**config.mk**
```make
export PLATFORM = sky130hd
export DESIGN_NAME = mem_arbiter_flat
export DESIGN_NICKNAME = d
export VERILOG_FILES = /design/src/rtl/mem_arbiter_if.sv /design/src/rtl/mem_arbiter.sv /design/src/flat_wrapper.sv
export SDC_FILE = /design/constraint.sdc
export NUM_CORES = 1
export LEC_CHECK = 0
export ABC_AREA = 1
export BUFFER_PORTS_ARGS = -buffer_cell sky130_fd_sc_hd__clkbuf_2
export CAP_MARGIN = 20
export CORE_MARGIN = 2
export CORE_UTILIZATION = 43
export DETAILED_ROUTE_END_ITERATION = 12
export GPL_TIMING_DRIVEN = 0
export HOLD_SLACK_MARGIN = 0.05
export PLACE_DENSITY = 0.77
export SETUP_SLACK_MARGIN = 0.4
export SYNTH_ARGS = -nofsm -noshare
export SYNTH_HDL_FRONTEND = slang
export SYNTH_SLANG_ARGS = --single-unit
export TNS_END_PERCENT = 10
```
**constraint.sdc**
```tcl
create_clock -name clk -period 1.65 [get_ports clk]
set_clock_uncertainty 0.1 [all_clocks]
set_input_delay 0 -clock clk [delete_from_list [all_inputs] [get_ports clk]]
set_output_delay 0 -clock clk [all_outputs]
set_load 0.01 [all_outputs]
```
**src/rtl/mem_arbiter_if.sv**
```systemverilog
// Bundle of fetch, data and memory-side handshake signals for mem_arbiter.
// The slave modport is the arbiter's view; master is the requesters/memory.
interface mem_arbiter_if #(
   parameter int unsigned WIDTH = 32
);
   logic             if_req;
   logic [WIDTH-1:0] if_addr;
   logic [WIDTH-1:0] if_rdata;
   logic             if_done;
   logic             d_req;
   logic             d_we;
   logic [WIDTH-1:0] d_addr;
   logic [WIDTH-1:0] d_wdata;
   logic [WIDTH-1:0] d_rdata;
   logic             d_done;
   logic             mem_req;
   logic             mem_we;
   logic [WIDTH-1:0] mem_addr;
   logic [WIDTH-1:0] mem_wdata;
   logic [WIDTH-1:0] mem_rdata;
   logic             mem_ready;
   logic             busy;
   logic             err;

   modport slave (
      input  if_req, if_addr, d_req, d_we, d_addr, d_wdata, mem_rdata, mem_ready,
      output if_rdata, if_done, d_rdata, d_done, mem_req, mem_we, mem_addr, mem_wdata,
             busy, err
   );

   modport master (
      output if_req, if_addr, d_req, d_we, d_addr, d_wdata, mem_rdata, mem_ready,
      input  if_rdata, if_done, d_rdata, d_done, mem_req, mem_we, mem_addr, mem_wdata,
             busy, err
   );
endinterface

```
**src/rtl/mem_arbiter.sv**
```systemverilog
// Round-robin arbiter sharing one single-port memory between instruction fetch
// and load/store requesters, with a per-access ready timeout.
module mem_arbiter #(
   parameter int unsigned WIDTH   = 32,
   parameter int unsigned TIMEOUT = 16
) (
   input  logic          clk,
   input  logic          rst,
   mem_arbiter_if.slave  bus
);

   typedef enum logic [1:0] {StIdle, StIfAcc, StDAcc, StResp} state_e;

   localparam int unsigned CntW = $clog2(TIMEOUT + 1);
   localparam logic [CntW-1:0] WaitLast = CntW'(TIMEOUT - 1);

   state_e           state_q;
   logic             last_gnt_q;  // 0 = fetch, 1 = data
   logic [CntW-1:0]  wait_q;
   logic             mem_req_q;
   logic             mem_we_q;
   logic [WIDTH-1:0] mem_addr_q;
   logic [WIDTH-1:0] mem_wdata_q;
   logic [WIDTH-1:0] if_rdata_q;
   logic [WIDTH-1:0] d_rdata_q;
   logic             if_done_q;
   logic             d_done_q;
   logic             err_q;

   logic grant_if;
   logic grant_d;

   // On a tie the requester that did not win last time gets the grant.
   always_comb begin
      grant_if = bus.if_req && (!bus.d_req || last_gnt_q);
      grant_d  = bus.d_req && !grant_if;
   end

   always_ff @(posedge clk or negedge rst) begin
      if (!rst) begin
         state_q     <= StIdle;
         last_gnt_q  <= 1'b0;
         wait_q      <= '0;
         mem_req_q   <= 1'b0;
         mem_we_q    <= 1'b0;
         mem_addr_q  <= '0;
         mem_wdata_q <= '0;
         if_rdata_q  <= '0;
         d_rdata_q   <= '0;
         if_done_q   <= 1'b0;
         d_done_q    <= 1'b0;
         err_q       <= 1'b0;
      end else begin
         if_done_q <= 1'b0;
         d_done_q  <= 1'b0;
         err_q     <= 1'b0;
         case (state_q)
            StIdle: begin
               if (grant_if) begin
                  state_q     <= StIfAcc;
                  last_gnt_q  <= 1'b0;
                  wait_q      <= '0;
                  mem_req_q   <= 1'b1;
                  mem_we_q    <= 1'b0;
                  mem_addr_q  <= bus.if_addr;
                  mem_wdata_q <= '0;
               end else if (grant_d) begin
                  state_q     <= StDAcc;
                  last_gnt_q  <= 1'b1;
                  wait_q      <= '0;
                  mem_req_q   <= 1'b1;
                  mem_we_q    <= bus.d_we;
                  mem_addr_q  <= bus.d_addr;
                  mem_wdata_q <= bus.d_wdata;
               end
            end
            StIfAcc, StDAcc: begin
               if (bus.mem_ready) begin
                  state_q   <= StResp;
                  mem_req_q <= 1'b0;
                  if (state_q == StIfAcc) begin
                     if_rdata_q <= bus.mem_rdata;
                     if_done_q  <= 1'b1;
                  end else begin
                     if (!mem_we_q) d_rdata_q <= bus.mem_rdata;
                     d_done_q <= 1'b1;
                  end
               end else if (wait_q == WaitLast) begin
                  // Timeout clears the serviced result register, stores included.
                  state_q   <= StResp;
                  mem_req_q <= 1'b0;
                  err_q     <= 1'b1;
                  if (state_q == StIfAcc) begin
                     if_rdata_q <= '0;
                     if_done_q  <= 1'b1;
                  end else begin
                     d_rdata_q <= '0;
                     d_done_q  <= 1'b1;
                  end
               end else begin
                  wait_q <= wait_q + CntW'(1);
               end
            end
            StResp: state_q <= StIdle;
            default: state_q <= StIdle;
         endcase
      end
   end

   assign bus.mem_req   = mem_req_q;
   assign bus.mem_we    = mem_we_q;
   assign bus.mem_addr  = mem_addr_q;
   assign bus.mem_wdata = mem_wdata_q;
   assign bus.if_rdata  = if_rdata_q;
   assign bus.d_rdata   = d_rdata_q;
   assign bus.if_done   = if_done_q;
   assign bus.d_done    = d_done_q;
   assign bus.err       = err_q;
   assign bus.busy      = (state_q != StIdle);

endmodule

```
**src/flat_wrapper.sv**
```systemverilog
// flat-port wrapper written by rule: the top's interface ports become plain ports
module mem_arbiter_flat 
#(
   parameter int unsigned WIDTH   = 32,
   parameter int unsigned TIMEOUT = 16
)
  (clk, rst, bus_if_req, bus_if_addr, bus_d_req, bus_d_we, bus_d_addr, bus_d_wdata, bus_mem_rdata, bus_mem_ready, bus_if_rdata, bus_if_done, bus_d_rdata, bus_d_done, bus_mem_req, bus_mem_we, bus_mem_addr, bus_mem_wdata, bus_busy, bus_err);
  mem_arbiter_if #(.WIDTH(WIDTH)) bus_i ();
  input  logic clk;
  input  logic rst;
  input wire logic [$bits(bus_i.if_req)-1:0] bus_if_req;
  input wire logic [$bits(bus_i.if_addr)-1:0] bus_if_addr;
  input wire logic [$bits(bus_i.d_req)-1:0] bus_d_req;
  input wire logic [$bits(bus_i.d_we)-1:0] bus_d_we;
  input wire logic [$bits(bus_i.d_addr)-1:0] bus_d_addr;
  input wire logic [$bits(bus_i.d_wdata)-1:0] bus_d_wdata;
  input wire logic [$bits(bus_i.mem_rdata)-1:0] bus_mem_rdata;
  input wire logic [$bits(bus_i.mem_ready)-1:0] bus_mem_ready;
  output wire logic [$bits(bus_i.if_rdata)-1:0] bus_if_rdata;
  output wire logic [$bits(bus_i.if_done)-1:0] bus_if_done;
  output wire logic [$bits(bus_i.d_rdata)-1:0] bus_d_rdata;
  output wire logic [$bits(bus_i.d_done)-1:0] bus_d_done;
  output wire logic [$bits(bus_i.mem_req)-1:0] bus_mem_req;
  output wire logic [$bits(bus_i.mem_we)-1:0] bus_mem_we;
  output wire logic [$bits(bus_i.mem_addr)-1:0] bus_mem_addr;
  output wire logic [$bits(bus_i.mem_wdata)-1:0] bus_mem_wdata;
  output wire logic [$bits(bus_i.busy)-1:0] bus_busy;
  output wire logic [$bits(bus_i.err)-1:0] bus_err;
  assign bus_i.if_req = bus_if_req;
  assign bus_i.if_addr = bus_if_addr;
  assign bus_i.d_req = bus_d_req;
  assign bus_i.d_we = bus_d_we;
  assign bus_i.d_addr = bus_d_addr;
  assign bus_i.d_wdata = bus_d_wdata;
  assign bus_i.mem_rdata = bus_mem_rdata;
  assign bus_i.mem_ready = bus_mem_ready;
  assign bus_if_rdata = bus_i.if_rdata;
  assign bus_if_done = bus_i.if_done;
  assign bus_d_rdata = bus_i.d_rdata;
  assign bus_d_done = bus_i.d_done;
  assign bus_mem_req = bus_i.mem_req;
  assign bus_mem_we = bus_i.mem_we;
  assign bus_mem_addr = bus_i.mem_addr;
  assign bus_mem_wdata = bus_i.mem_wdata;
  assign bus_busy = bus_i.busy;
  assign bus_err = bus_i.err;
  mem_arbiter #(.WIDTH(WIDTH), .TIMEOUT(TIMEOUT)) u_core (.clk(clk), .rst(rst), .bus(bus_i));
endmodule
```
-- After elaboration in Yosys (flattened, before gate mapping)
Cells that the tools add are included.
- bits in registers: 141
- bits of input ports: 134
- output and inout bits: 134
- word-level logic and storage cells: 82
- add/sub/neg operators: 1
- equal/unequal tests: 9
- mux-type cells: 42
- bitwise gates (word level): 1
- reduce and logical (&&, ||, !) cells: 17
- operators by type and width (kind ; number):
    $mux W32 ; 13
    $mux W5 ; 4
    $mux W1 ; 18
    $pmux W5 S2 ; 1
    $mux W2 ; 4
    $reduce_and A4 Y1 ; 2
    $reduce_bool A2 Y1 ; 4
    $ne A2 B2 Y1 const B ; 3
    $pmux W2 S3 ; 1
    $reduce_and A3 Y1 ; 2
    $add A5 B1 Y5 const B ; 1
    $eq A5 B4 Y1 const B ; 1
    $eq A2 B2 Y1 const B ; 2
    $reduce_and A2 Y1 ; 2
    $ne A3 B1 Y1 const B ; 1
    $ne A3 B2 Y1 const B ; 1
    $eq A2 B1 Y1 const B ; 1
    $logic_and A1 B1 Y1 ; 2
    $logic_not A1 Y1 ; 2
    $logic_not A2 Y1 ; 1
    $pmux W1 S2 ; 1
    $reduce_or A2 Y1 ; 1
    $logic_or A1 B1 Y1 ; 1
    $not A1 Y1 ; 1

-- Depth between registers and ports, before layout
Gate-level depths: netlist (run 1).
- depth in word-level cells: 8
- gate-level depth with buffers: 10
- mapped depth without buffers: 10

-- Least setup slack after synthesis (run 1)
OpenSTA, ideal clock, no wires.
- kind: register to register
- start: reg u_core.wait_q[0]
- end: reg u_core.if_rdata_q[20], in the netlist u_core.bus.if_rdata[20]
- setup time: 0.121 ns
- data arrival time: 1.469 ns
- required time: 1.429 ns
- setup slack: -0.040 ns
- stages on the path, launching flop included: 10
- path buffers: 1
- clock period less this slack: 1.690 ns
- cell sequence: dfrtp_1 > ha_1 > nand2_1 > nor2_1 > ha_1 > nor2_1 > nor2_4 > nand2_4 > buf_2 > o21ai_1
- cells in the longest elaborated chain, start to end: 3
- RTL lines (what ; line ; text):
    start: declaration ; mem_arbiter.sv:19 ; logic [CntW-1:0] wait_q;
    start signal: assignment ; mem_arbiter.sv:101 ; wait_q <= wait_q + CntW'(1);
    $eq A5 B4 Y1 ; mem_arbiter.sv:88 ; end else if (wait_q == WaitLast) begin
    $reduce_bool A2 Y1 (no line) ; - ;
    $reduce_and A3 Y1 (no line) ; - ;
    end signal: assignment ; mem_arbiter.sv:82 ; if_rdata_q <= bus.mem_rdata;
    end: declaration ; mem_arbiter.sv:24 ; logic [WIDTH-1:0] if_rdata_q;
No other way between the ends.
A chain may end at the register's enable or synchronous reset.

-- Final worst setup path (run 1)
- start: reg u_core.wait_q[1]
- end: reg u_core.d_rdata_q[11], in the netlist u_core.bus.d_rdata[11]
- cells in the longest elaborated chain, start to end: 3
- RTL lines (what ; line ; text):
    $eq A5 B4 Y1 ; mem_arbiter.sv:88 ;
    $reduce_bool A2 Y1 (no line) ; - ;
    $reduce_and A4 Y1 (no line) ; - ;
    end signal: assignment ; mem_arbiter.sv:85 ; if (!mem_we_q) d_rdata_q <= bus.mem_rdata;
    end: declaration ; mem_arbiter.sv:25 ; logic [WIDTH-1:0] d_rdata_q;
No other way between the ends.

==> key figures, run 1 <==
Worst setup path
  – Worst setup SP type: flip-flop
  – Critical path class: reg -> reg
  – Worst endpoint required time: 1.85 ns
  – Launching point of the worst reg2reg path: u_core.wait_q[1]
  – Crit path launch: u_core.wait_q[1]
  – Setup crit end kind: flip-flop
  – CP arrival: 2.06 ns
  – Crit-path max FO: 5

GRT
  – Largest net degree at the start of global routing: 108
  – Remaining global-route overflow: 0
  – Initial antenna violation count: 2
  – First-pass GRT wire length: 33200 um
  – Total track usage: 0.290
  – Vias in the first global route: 6863

Floorplanning
  – Core area: 13700 um2
  – Die height: 122 um
  – Top-Level Pins: 268
  – Die Wd: 122 um
  – Starting Density: 0.435
  – Die ar.: 14900 um2
  – Row Count: 43

Pwr
  – Leakage: 5.57 nW
  – Pwr/cell area: 1770 nW/um2
  – Power, Total: 0.0182 W
  – Worst vdd ir: 975 uV

Synthesis
  – Post-synthesis cell area: 5970 um2
  – Seq/Total Area, Yosys: 0.591
  – Cell variety after synth: 20
  – Syn nets: 845
  – Syn_area_per_cell: 8.49 um2
  – Gate count after technology mapping: 704
  – Yosys reg bits: 141
  – Synth warn: 0

Detailed routing
  – WL final: 23600 um
  – Final ANT Viol Nets: 0
  – Iter 0 DRT Violations: 431
  – DR WL/cell: 17.7 um
  – Vias/cell: 5.24
  – 1st-pass router iterations: 5
  – DRC: 0
  – Routed vias: 6980

STA
  – Tmin final: 1.86 ns
  – Final Setup Violations: 69
  – Worst hold margin: -0.0556 ns
  – Unrepaired setup endpoints after global routing: true
  – F_max: 0.539 GHz
  – Final period util: 1.12
  – Fin worst setup slack: -0.206 ns
  – Final Hold Vio Count: 34
  – Slew Limit Fails: 0
  – Worst slew pin tran: 0.577 ns
  – Slew HR: 0.615

Place
  – Placed insts: 1151
  – Dpl ws: -0.223 ns
  – GPL Wtd Cong: 0.831
  – # port buffers: 266
  – Detail Placement HPWL: 12200 um

CTS
  – Cts hold-fix bufs: 131
  – CTS Buf Count: 17
  – TritonCTS clock tree: yes
  – CTS Buffer Depth: 2
  – Clock Latency Late Sink: 0.43 ns
  – Root buf cell: clkbuf_16
  – Clock slew at reported path FFs: 0.06 ns
  – CTS Sinks: 141
  – H-tree Lvls: 4

Layout
  – Fin cells: 1333
  – Most frequent cells in the layout: nand2_1 (324), clkbuf_2 (267), dfrtp_1 (141)
  – Layout area overhead: 72.2%
  – Multi-input gate area: 2520 um2
  – Fillers: 827
  – Register area: 3530 um2
  – Core Util, Final: 0.750
  – Commonest non-fill, non-tap cell in the layout: nand2_1
  – Final nets: 1279
  – Ratio of cells with drive above 1 in the final layout: 0.390

Status
  – Outcome: finished, violations left
  – Failing checks: negative hold slack, negative setup slack

Hold path
  – Hold Crit Class: in -> async

Run
  – Max Cap Violations: 0
## where the power goes
group          internal (W)  leakage (nW)  switching (W)
combinational       0.00333          3.42        0.00458
clock               0.00283         0.331        0.00153
sequential          0.00490          1.82        0.00102
total                0.0111          5.57        0.00714
## synthesized netlist by cell type (all sizes together)
library cell | number | area [um2]
a21oi | 3 | 26.3
dfrtp | 141 | 3530
ha | 7 | 87.6
inv | 14 | 52.6
nand3 | 37 | 185
nor2 | 8 | 37.5
buf | 36 | 219
nand2 | 375 | 1430
o21ai | 77 | 385
or2 | 2 | 12.5
clkbuf | 4 | 15.0
## worst max-delay path, cell delays in order (launching register included)
cell and delay [ns]:
dfrtp_1 0.35, ha_2 0.19, nand2_2 0.07, nor2_4 0.14
ha_4 0.15, nor2_4 0.04, nor2_4 0.12, buf_6 0.15
nand2_4 0.08, clkbuf_16 0.18, nand2_1 0.07, o21ai_1 0.10
## sequential cells by signal, summed over array words and instances (netlist names), 2 cells and up
signal	count
u_core.state_q	2
u_core.bus.mem_wdata	32
u_core.bus.mem_addr	32
u_core.bus.d_rdata	32
u_core.wait_q	5
u_core.bus.if_rdata	32
## layout make-up
| class | count | share of cell area |
|---|---|---|
| clock inverter | 15 | 0.0237 |
| antenna | 2 | 0.000486 |
| multi-input combinational | 511 | 0.245 |
| clock buffer | 17 | 0.0414 |
| inverter | 14 | 0.00511 |
| tap | 180 | 0.0219 |
| timing repair buffer | 413 | 0.283 |
| buffer | 40 | 0.0367 |
| sequential | 141 | 0.343 |
## kinds of logic (layout without fill, tap and decap cells)
| group | count (synthesis) | in the layout | synth area share |
|---|---|---|---|
| buffers and inverters | 54 | 499 | 0.0480 |
| DFF | 141 | 141 | 0.591 |
| and+or+nand+nor | 422 | 424 | 0.278 |
| AOI/OAI and AO/OA | 80 | 80 | 0.0689 |
| adders and majority gates | 7 | 7 | 0.0147 |
| other | 0 | 2 | 0 |
## stage by stage
| stage | hold WS (ns) | setup TNS, ns | area (um2) |
|---|---|---|---|
| after floorplan | -0.396 | 0 | 6000 |
| after global placement | 0.124 | -264.73 | 7560 |
| after detailed placement | -0.181 | -12.99 | 7590 |
| after CTS | -0.0599 | -3.72 | 9660 |
| after global routing | -0.0454 | -14.43 | 10300 |
| final | -0.0556 | -8.39 | 10300 |
## final timing paths
kind | to | slack [ns] | cells past startpoint
max in group asynchronous | u_core.bus.if_rdata[2] | 0.66 | 3
hold / removal | u_core.bus.if_rdata[12] | -0.06 | 2
setup reg to reg | u_core.bus.d_rdata[11] | -0.21 | 11
setup / recovery | u_core.bus.d_rdata[11] | -0.21 | 11
min in group clk | u_core.bus.mem_wdata[0] | 0.06 | 6
hold reg to reg | u_core.bus.mem_addr[4] | 0.37 | 2
## timing repair
action	4_1_cts	5_1_grt
setup endpoints to repair	142	142
cloned	0	7
resized for setup	16	136
hold endpoints to repair	272	34
pin swaps	1	13
buffers inserted	4	6
## metal layers
layer / share of wire / global-route usage / vias to the layer above / routed length (um)
met2: 0.49 / 0.469 / 471 / 11600
met3: 0.094 / 0.0983 / 113 / 2210
li1: - / - / 3096 / -
met4: 0.058 / 0.183 / 0 / 1360
met1: 0.36 / 0.330 / 3300 / 8370
met5: 0 / 0 / - / 0
Note: power is estimated with default switching activity, not from simulation.
==> run 2: changes to the inputs <==
--- a/config.mk
+++ b/config.mk
@@ -8,6 +8,7 @@
 export ABC_AREA = 1
 export BUFFER_PORTS_ARGS = -buffer_cell sky130_fd_sc_hd__clkbuf_2
 export CAP_MARGIN = 20
+export CORE_ASPECT_RATIO = 0.8
 export CORE_MARGIN = 2
 export CORE_UTILIZATION = 43
 export DETAILED_ROUTE_END_ITERATION = 12
==> run 2 against run 1 <==
  * The run ends with negative setup slack left
  * Non-clock buffer count is 4 lower
  * Largest power group unchanged
  * Sequential share of layout area increased by 1.5 points
  * Core utilization shrank 2.3 points
  * Cell count shrank 0.60%
  * Critical path depth fell by 1
==> key figures, run 2 (synthesis results as in run 1) <==
Detailed routing
  – 1st-pass router iterations: 6
  – DR WL/cell: 17.1 um
  – Iter 0 DRT Violations: 362
  – Routed vias: 6728
  – Final ANT Viol Nets: 0
  – Vias/cell: 5.08
  – WL final: 22600 um
  – DRC: 0

Place
  – # port buffers: 266
  – Placed Area: 7590 um2
  – Detail Placement HPWL: 12600 um
  – GPL Wtd Cong: 0.808

Floorplanning
  – Row Count: 38
  – Die ar.: 14900 um2
  – Top-Level Pins: 268
  – Core area: 13600 um2
  – Die height: 109 um
  – Die Wd: 136 um
  – Starting Density: 0.441

CTS
  – Clock slew at reported path FFs: 0.06 ns
  – CTS Buffer Depth: 2
  – CTS Sinks: 141
  – TritonCTS clock tree: yes
  – Clock Latency Late Sink: 0.42 ns
  – Root buf cell: clkbuf_16
  – CTS Buf Count: 17
  – H-tree Lvls: 4

Pwr
  – Flop pwr share: 0.343
  – Switching Fraction: 0.395
  – Pwr/cell area: 1730 nW/um2
  – Leakage: 5.40 nW
  – Logic pwr share: 0.427
  – Worst vdd ir: 894 uV
  – Pint: 0.0103 W
  – P_sw: 0.00673 W
  – Clk pwr share: 0.230

STA
  – Final Setup Violations: 70
  – Unrepaired setup endpoints after global routing: true
  – Final Hold Vio Count: 0
  – Fin worst setup slack: -0.154 ns
  – F_max: 0.554 GHz
  – Slew Limit Fails: 0
  – Slew HR: 0.613
  – Worst hold margin: 0.0364 ns
  – Final period util: 1.09
  – Tmin final: 1.80 ns
  – Worst slew pin tran: 0.580 ns

Layout
  – Fillers: 903
  – Commonest non-fill, non-tap cell in the layout: nand2_1
  – Most frequent cells in the layout: nand2_1 (354), clkbuf_2 (266), dfrtp_1 (141)
  – Ratio of cells with drive above 1 in the final layout: 0.343
  – Layout area overhead: 64.9%
  – Final nets: 1274
  – Antenna diodes: 0
  – Final Instance Area: 9850 um2

GRT
  – Vias in the first global route: 6873
  – First-pass GRT wire length: 34000 um
  – Initial antenna violation count: 0
  – Total track usage: 0.298
  – Remaining global-route overflow: 0
  – Largest net degree at the start of global routing: 74

Status
  – Outcome: finished, violations left
  – Failing checks: negative setup slack

Worst setup path
  – Setup crit end kind: flip-flop
  – CP arrival: 2.00 ns
  – Worst setup SP type: flip-flop
  – Worst endpoint required time: 1.85 ns
  – Reg2Reg Depth: 10
  – Critical path class: reg -> reg
  – Crit-path max FO: 10

Hold path
  – Hold Crit Class: in -> async

Run
  – Max Cap Violations: 0
run 2: power groups by stage:
| stage | clock network (W) | logic (W) | registers (W) |
|---|---|---|---|
| 2_1_floorplan | 0 | 0.00294 | 0.00628 |
| 3_3_place_gp | 0 | 0.00597 | 0.00571 |
| 3_5_place_dp | 0 | 0.00613 | 0.00574 |
| 4_1_cts | 0.00395 | 0.00670 | 0.00572 |
| 5_1_grt | 0.00410 | 0.00800 | 0.00595 |
| 6_report | 0.00391 | 0.00727 | 0.00584 |
run 2: worst max-delay path, cell delays in order (launching register included):
cell and delay, ns:
dfrtp_1 0.35, ha_2 0.19, nand2_2 0.06, nor2_4 0.11, ha_4 0.14, nor2_4 0.04, nor2_4 0.20, nand2_4 0.13
buf_6 0.18, nand2_1 0.09, o21ai_1 0.08
run 2: what timing repair did:
item | in CTS | in global routing
pin swaps | 1 | 4
hold buffers | 131 | 0
endpoints found under the hold margin | 271 | 0
cloned | 3 | 0
gates resized for setup | 22 | 63
endpoints found under the setup margin | 142 | 142
setup buffers | 7 | 2
run 2: final timing paths:
kind | start | end | slack, ns
max | u_core.wait_q[0] | u_core.bus.if_rdata[4] | -0.15
min | rst | u_core.bus.d_rdata[6] | 0.04
max reg2reg | u_core.wait_q[0] | u_core.bus.if_rdata[4] | -0.15
min reg2reg | u_core.bus.mem_addr[22] | u_core.bus.mem_addr[22] | 0.37
max in group asynchronous | rst | u_core.bus.if_rdata[28] | 0.64
min in group clk | bus_d_req | u_core.bus.mem_wdata[1] | 0.08
run 2: stage by stage:
step | worst slack (ns) | utilization | TNS, ns | cells | power (W)
after floorplan | 0.0239 | - | 0 | 704 | 0.00922
after CTS | -0.125 | 0.712 | -9.67 | 1323 | 0.0164
after detailed placement | -0.234 | 0.560 | -16.18 | 1151 | 0.0119
after global placement | -1.81 | 0.558 | -266.88 | 1150 | 0.0117
final | -0.154 | 0.727 | -6.30 | 1325 | 0.0170
after global routing | -0.226 | 0.727 | -16.88 | 1325 | 0.0181
run 2: per-layer routing:
layer / track usage / share of wire
met1: 0.351 / 0.38
met2: 0.503 / 0.50
met3: 0.0761 / 0.082
met4: 0.168 / 0.043
met5: 0 / 0
run 2: cell type report:
cell class	count	area, um2	share of cell area
inverter	14	52.6	0.00533
timing repair buffer	409	2770	0.281
multi-input combinational	510	2350	0.238
sequential	141	3530	0.358
tap	180	225	0.0229
buffer	40	330	0.0335
clock inverter	11	143	0.0145
clock buffer	20	457	0.0463
==> run 3: changes to the inputs <==
--- a/config.mk
+++ b/config.mk
@@ -7,7 +7,6 @@
 export LEC_CHECK = 0
 export ABC_AREA = 1
 export BUFFER_PORTS_ARGS = -buffer_cell sky130_fd_sc_hd__clkbuf_2
-export CAP_MARGIN = 20
 export CORE_ASPECT_RATIO = 0.8
 export CORE_MARGIN = 2
 export CORE_UTILIZATION = 43
@@ -15,7 +14,7 @@
 export GPL_TIMING_DRIVEN = 0
 export HOLD_SLACK_MARGIN = 0.05
 export PLACE_DENSITY = 0.77
-export SETUP_SLACK_MARGIN = 0.4
+export SETUP_SLACK_MARGIN = 0.2
 export SYNTH_ARGS = -nofsm -noshare
 export SYNTH_HDL_FRONTEND = slang
 export SYNTH_SLANG_ARGS = --single-unit
==> constraint.sdc (replaced) <==
create_clock -name clk -period 1.65 [get_ports clk]
set_clock_uncertainty 0.1 [all_clocks]
set_input_delay 0.165 -clock clk [delete_from_list [all_inputs] [get_ports clk]]
set_output_delay 0.165 -clock clk [all_outputs]
set_load 0.01 [all_outputs]
==> run 3 against run 2 <==
  * The flow still finishes with violations (negative setup slack)
  * Critical path depth unchanged
  * Highest routed layer unchanged
  * Core utilization decreased by 0.15 points
  * Non-clock buffer count down 1
  * Flip-flop and latch count did not move
  * Combinational power about the same
  * Worst hold slack gained 0.054 ns
  * Sequential power is essentially flat
  * Clock-buffer cell count is the same
  * Die area unchanged
==> key figures, run 3 (synthesis results as in run 1) <==
CTS
  – CTS Buffer Depth: 2
  – Clock slew at reported path FFs: 0.06 ns
  – TritonCTS clock tree: yes
  – Clock Latency Late Sink: 0.42 ns
  – CTS Buf Count: 17
  – H-tree Lvls: 4
  – Root buf cell: clkbuf_16
  – CTS Sinks: 141

Place
  – # port buffers: 266
  – GPL Wtd Cong: 0.808
  – Dpl ws: -0.234 ns
  – Placed insts: 1151
  – Detail Placement HPWL: 12600 um

Layout
  – Antenna diodes: 0
  – Ratio of cells with drive above 1 in the final layout: 0.343
  – Fillers: 903
  – Register area: 3530 um2
  – Fin cells: 1324
  – Layout area overhead: 64.6%
  – Multi-input gate area: 2340 um2
  – Most frequent cells in the layout: nand2_1 (355), clkbuf_2 (266), dfrtp_1 (141)
  – Commonest non-fill, non-tap cell in the layout: nand2_1
  – Final nets: 1273

Worst setup path
  – Worst endpoint required time: 1.85 ns
  – Slowest-stage cell, CP: dfrtp_1
  – CP Cell Sequence: ha_2 -> nand2_2 -> nor2_4 -> ha_4 -> nor2_4 -> nor2_4 -> nand2_4 -> buf_6 -> nand2_1 -> o21ai_1
  – Worst setup SP type: flip-flop
  – Setup crit end kind: flip-flop
  – WP buf/inv: 1
  – Cell mode on critical path: nor2_4
  – R2r setup slk: -0.15 ns
  – Max stage delay on crit path: 0.35 ns
  – CP arrival: 2.00 ns
  – Family with the most delay on the worst path: simple AND/OR/NAND/NOR gates
  – Crit-path max FO: 10
  – Critical path class: reg -> reg

Floorplanning
  – Die height: 109 um
  – Starting Density: 0.441
  – Die ar.: 14900 um2
  – Core area: 13600 um2
  – Die Wd: 136 um
  – Row Count: 38
  – Top-Level Pins: 268

Detailed routing
  – Routed vias: 6732
  – DRC: 0
  – 1st-pass router iterations: 7
  – WL final: 22500 um
  – DR WL/cell: 17.0 um
  – Vias/cell: 5.08
  – Iter 0 DRT Violations: 410
  – Final ANT Viol Nets: 0

STA
  – Tmin final: 1.80 ns
  – Slew HR: 0.611
  – Final Hold Vio Count: 0
  – Worst hold margin: 0.0901 ns
  – Unrepaired setup endpoints after global routing: true
  – Final Setup Violations: 72
  – Slew Limit Fails: 0
  – Final period util: 1.09
  – Fin worst setup slack: -0.152 ns
  – Worst slew pin tran: 0.583 ns
  – F_max: 0.555 GHz
  – Setup TNS Final: -6.35 ns

Run
  – Max Cap Violations: 0

GRT
  – Total track usage: 0.297
  – Initial antenna violation count: 0
  – Top Usage Layer GRT: met2
  – Grt met1 use: 0.348
  – First-pass GRT wire length: 33900 um
  – M2 GR Usage: 0.501
  – Vias in the first global route: 6877
  – Remaining global-route overflow: 0
  – Met3 GRT Util: 0.0793
  – Largest net degree at the start of global routing: 74

Status
  – Failing checks: negative setup slack
  – Outcome: finished, violations left

Pwr
  – Leakage: 5.39 nW
  – Power, Total: 0.0170 W
  – Pwr/cell area: 1730 nW/um2
  – Worst vdd ir: 893 uV

Hold path
  – Hold Crit Class: in -> reg
-- run 3: tightest hold or removal path, stage by stage --
cell and delay [ns]:
buf_2 0.20, nand2_1 0.14, o21ai_2 0.06
-- run 3: path summary, 6_finish.rpt --
check	endpoint	depth (start not counted)	startpoint
min	u_core.bus.d_rdata[31]	3	bus_mem_ready
max reg2reg	u_core.bus.if_rdata[4]	10	u_core.wait_q[0]
max	u_core.bus.if_rdata[4]	10	u_core.wait_q[0]
max in group asynchronous	u_core.bus.if_rdata[28]	3	rst
min in group asynchronous	u_core.bus.d_rdata[6]	2	rst
min reg2reg	u_core.bus.mem_addr[22]	2	u_core.bus.mem_addr[22]
-- run 3: what timing repair did --
item / 4_1_cts / 5_1_grt
setup buffers: 7 / 2
hold endpoints to repair: 197 / 0
hold buffers: 130 / 0
setup endpoints to repair: 141 / 141
pin swaps: 0 / 2
cloned: 3 / 0
gates resized for setup: 22 / 60
-- run 3: area by class of cell --
class / instances / area share
inverter: 14 / 0.00534
sequential: 141 / 0.359
clock inverter: 11 / 0.0145
tap: 180 / 0.0229
buffer: 40 / 0.0336
timing repair buffer: 408 / 0.281
multi-input combinational: 510 / 0.238
clock buffer: 20 / 0.0464
-- run 3: where the power goes --
part	leakage [nW]	internal (W)	switching, W
clock network	0.292	0.00244	0.00148
registers	1.82	0.00489	0.000946
logic	3.28	0.00294	0.00430
-- run 3: per-stage QoR --
step	instance area, um2	utilization
after floorplan	6000	-
after global placement	7560	0.558
after detailed placement	7590	0.560
after CTS	9640	0.712
after global routing	9830	0.726
final	9830	0.726
-- run 3: routing by layer --
layer  vias to the layer above  wire length (um)
li1                       3070                 -
met1                      3186              8400
met2                       387             11200
met3                        89              1930
met4                         0               995
met5                         -                 0
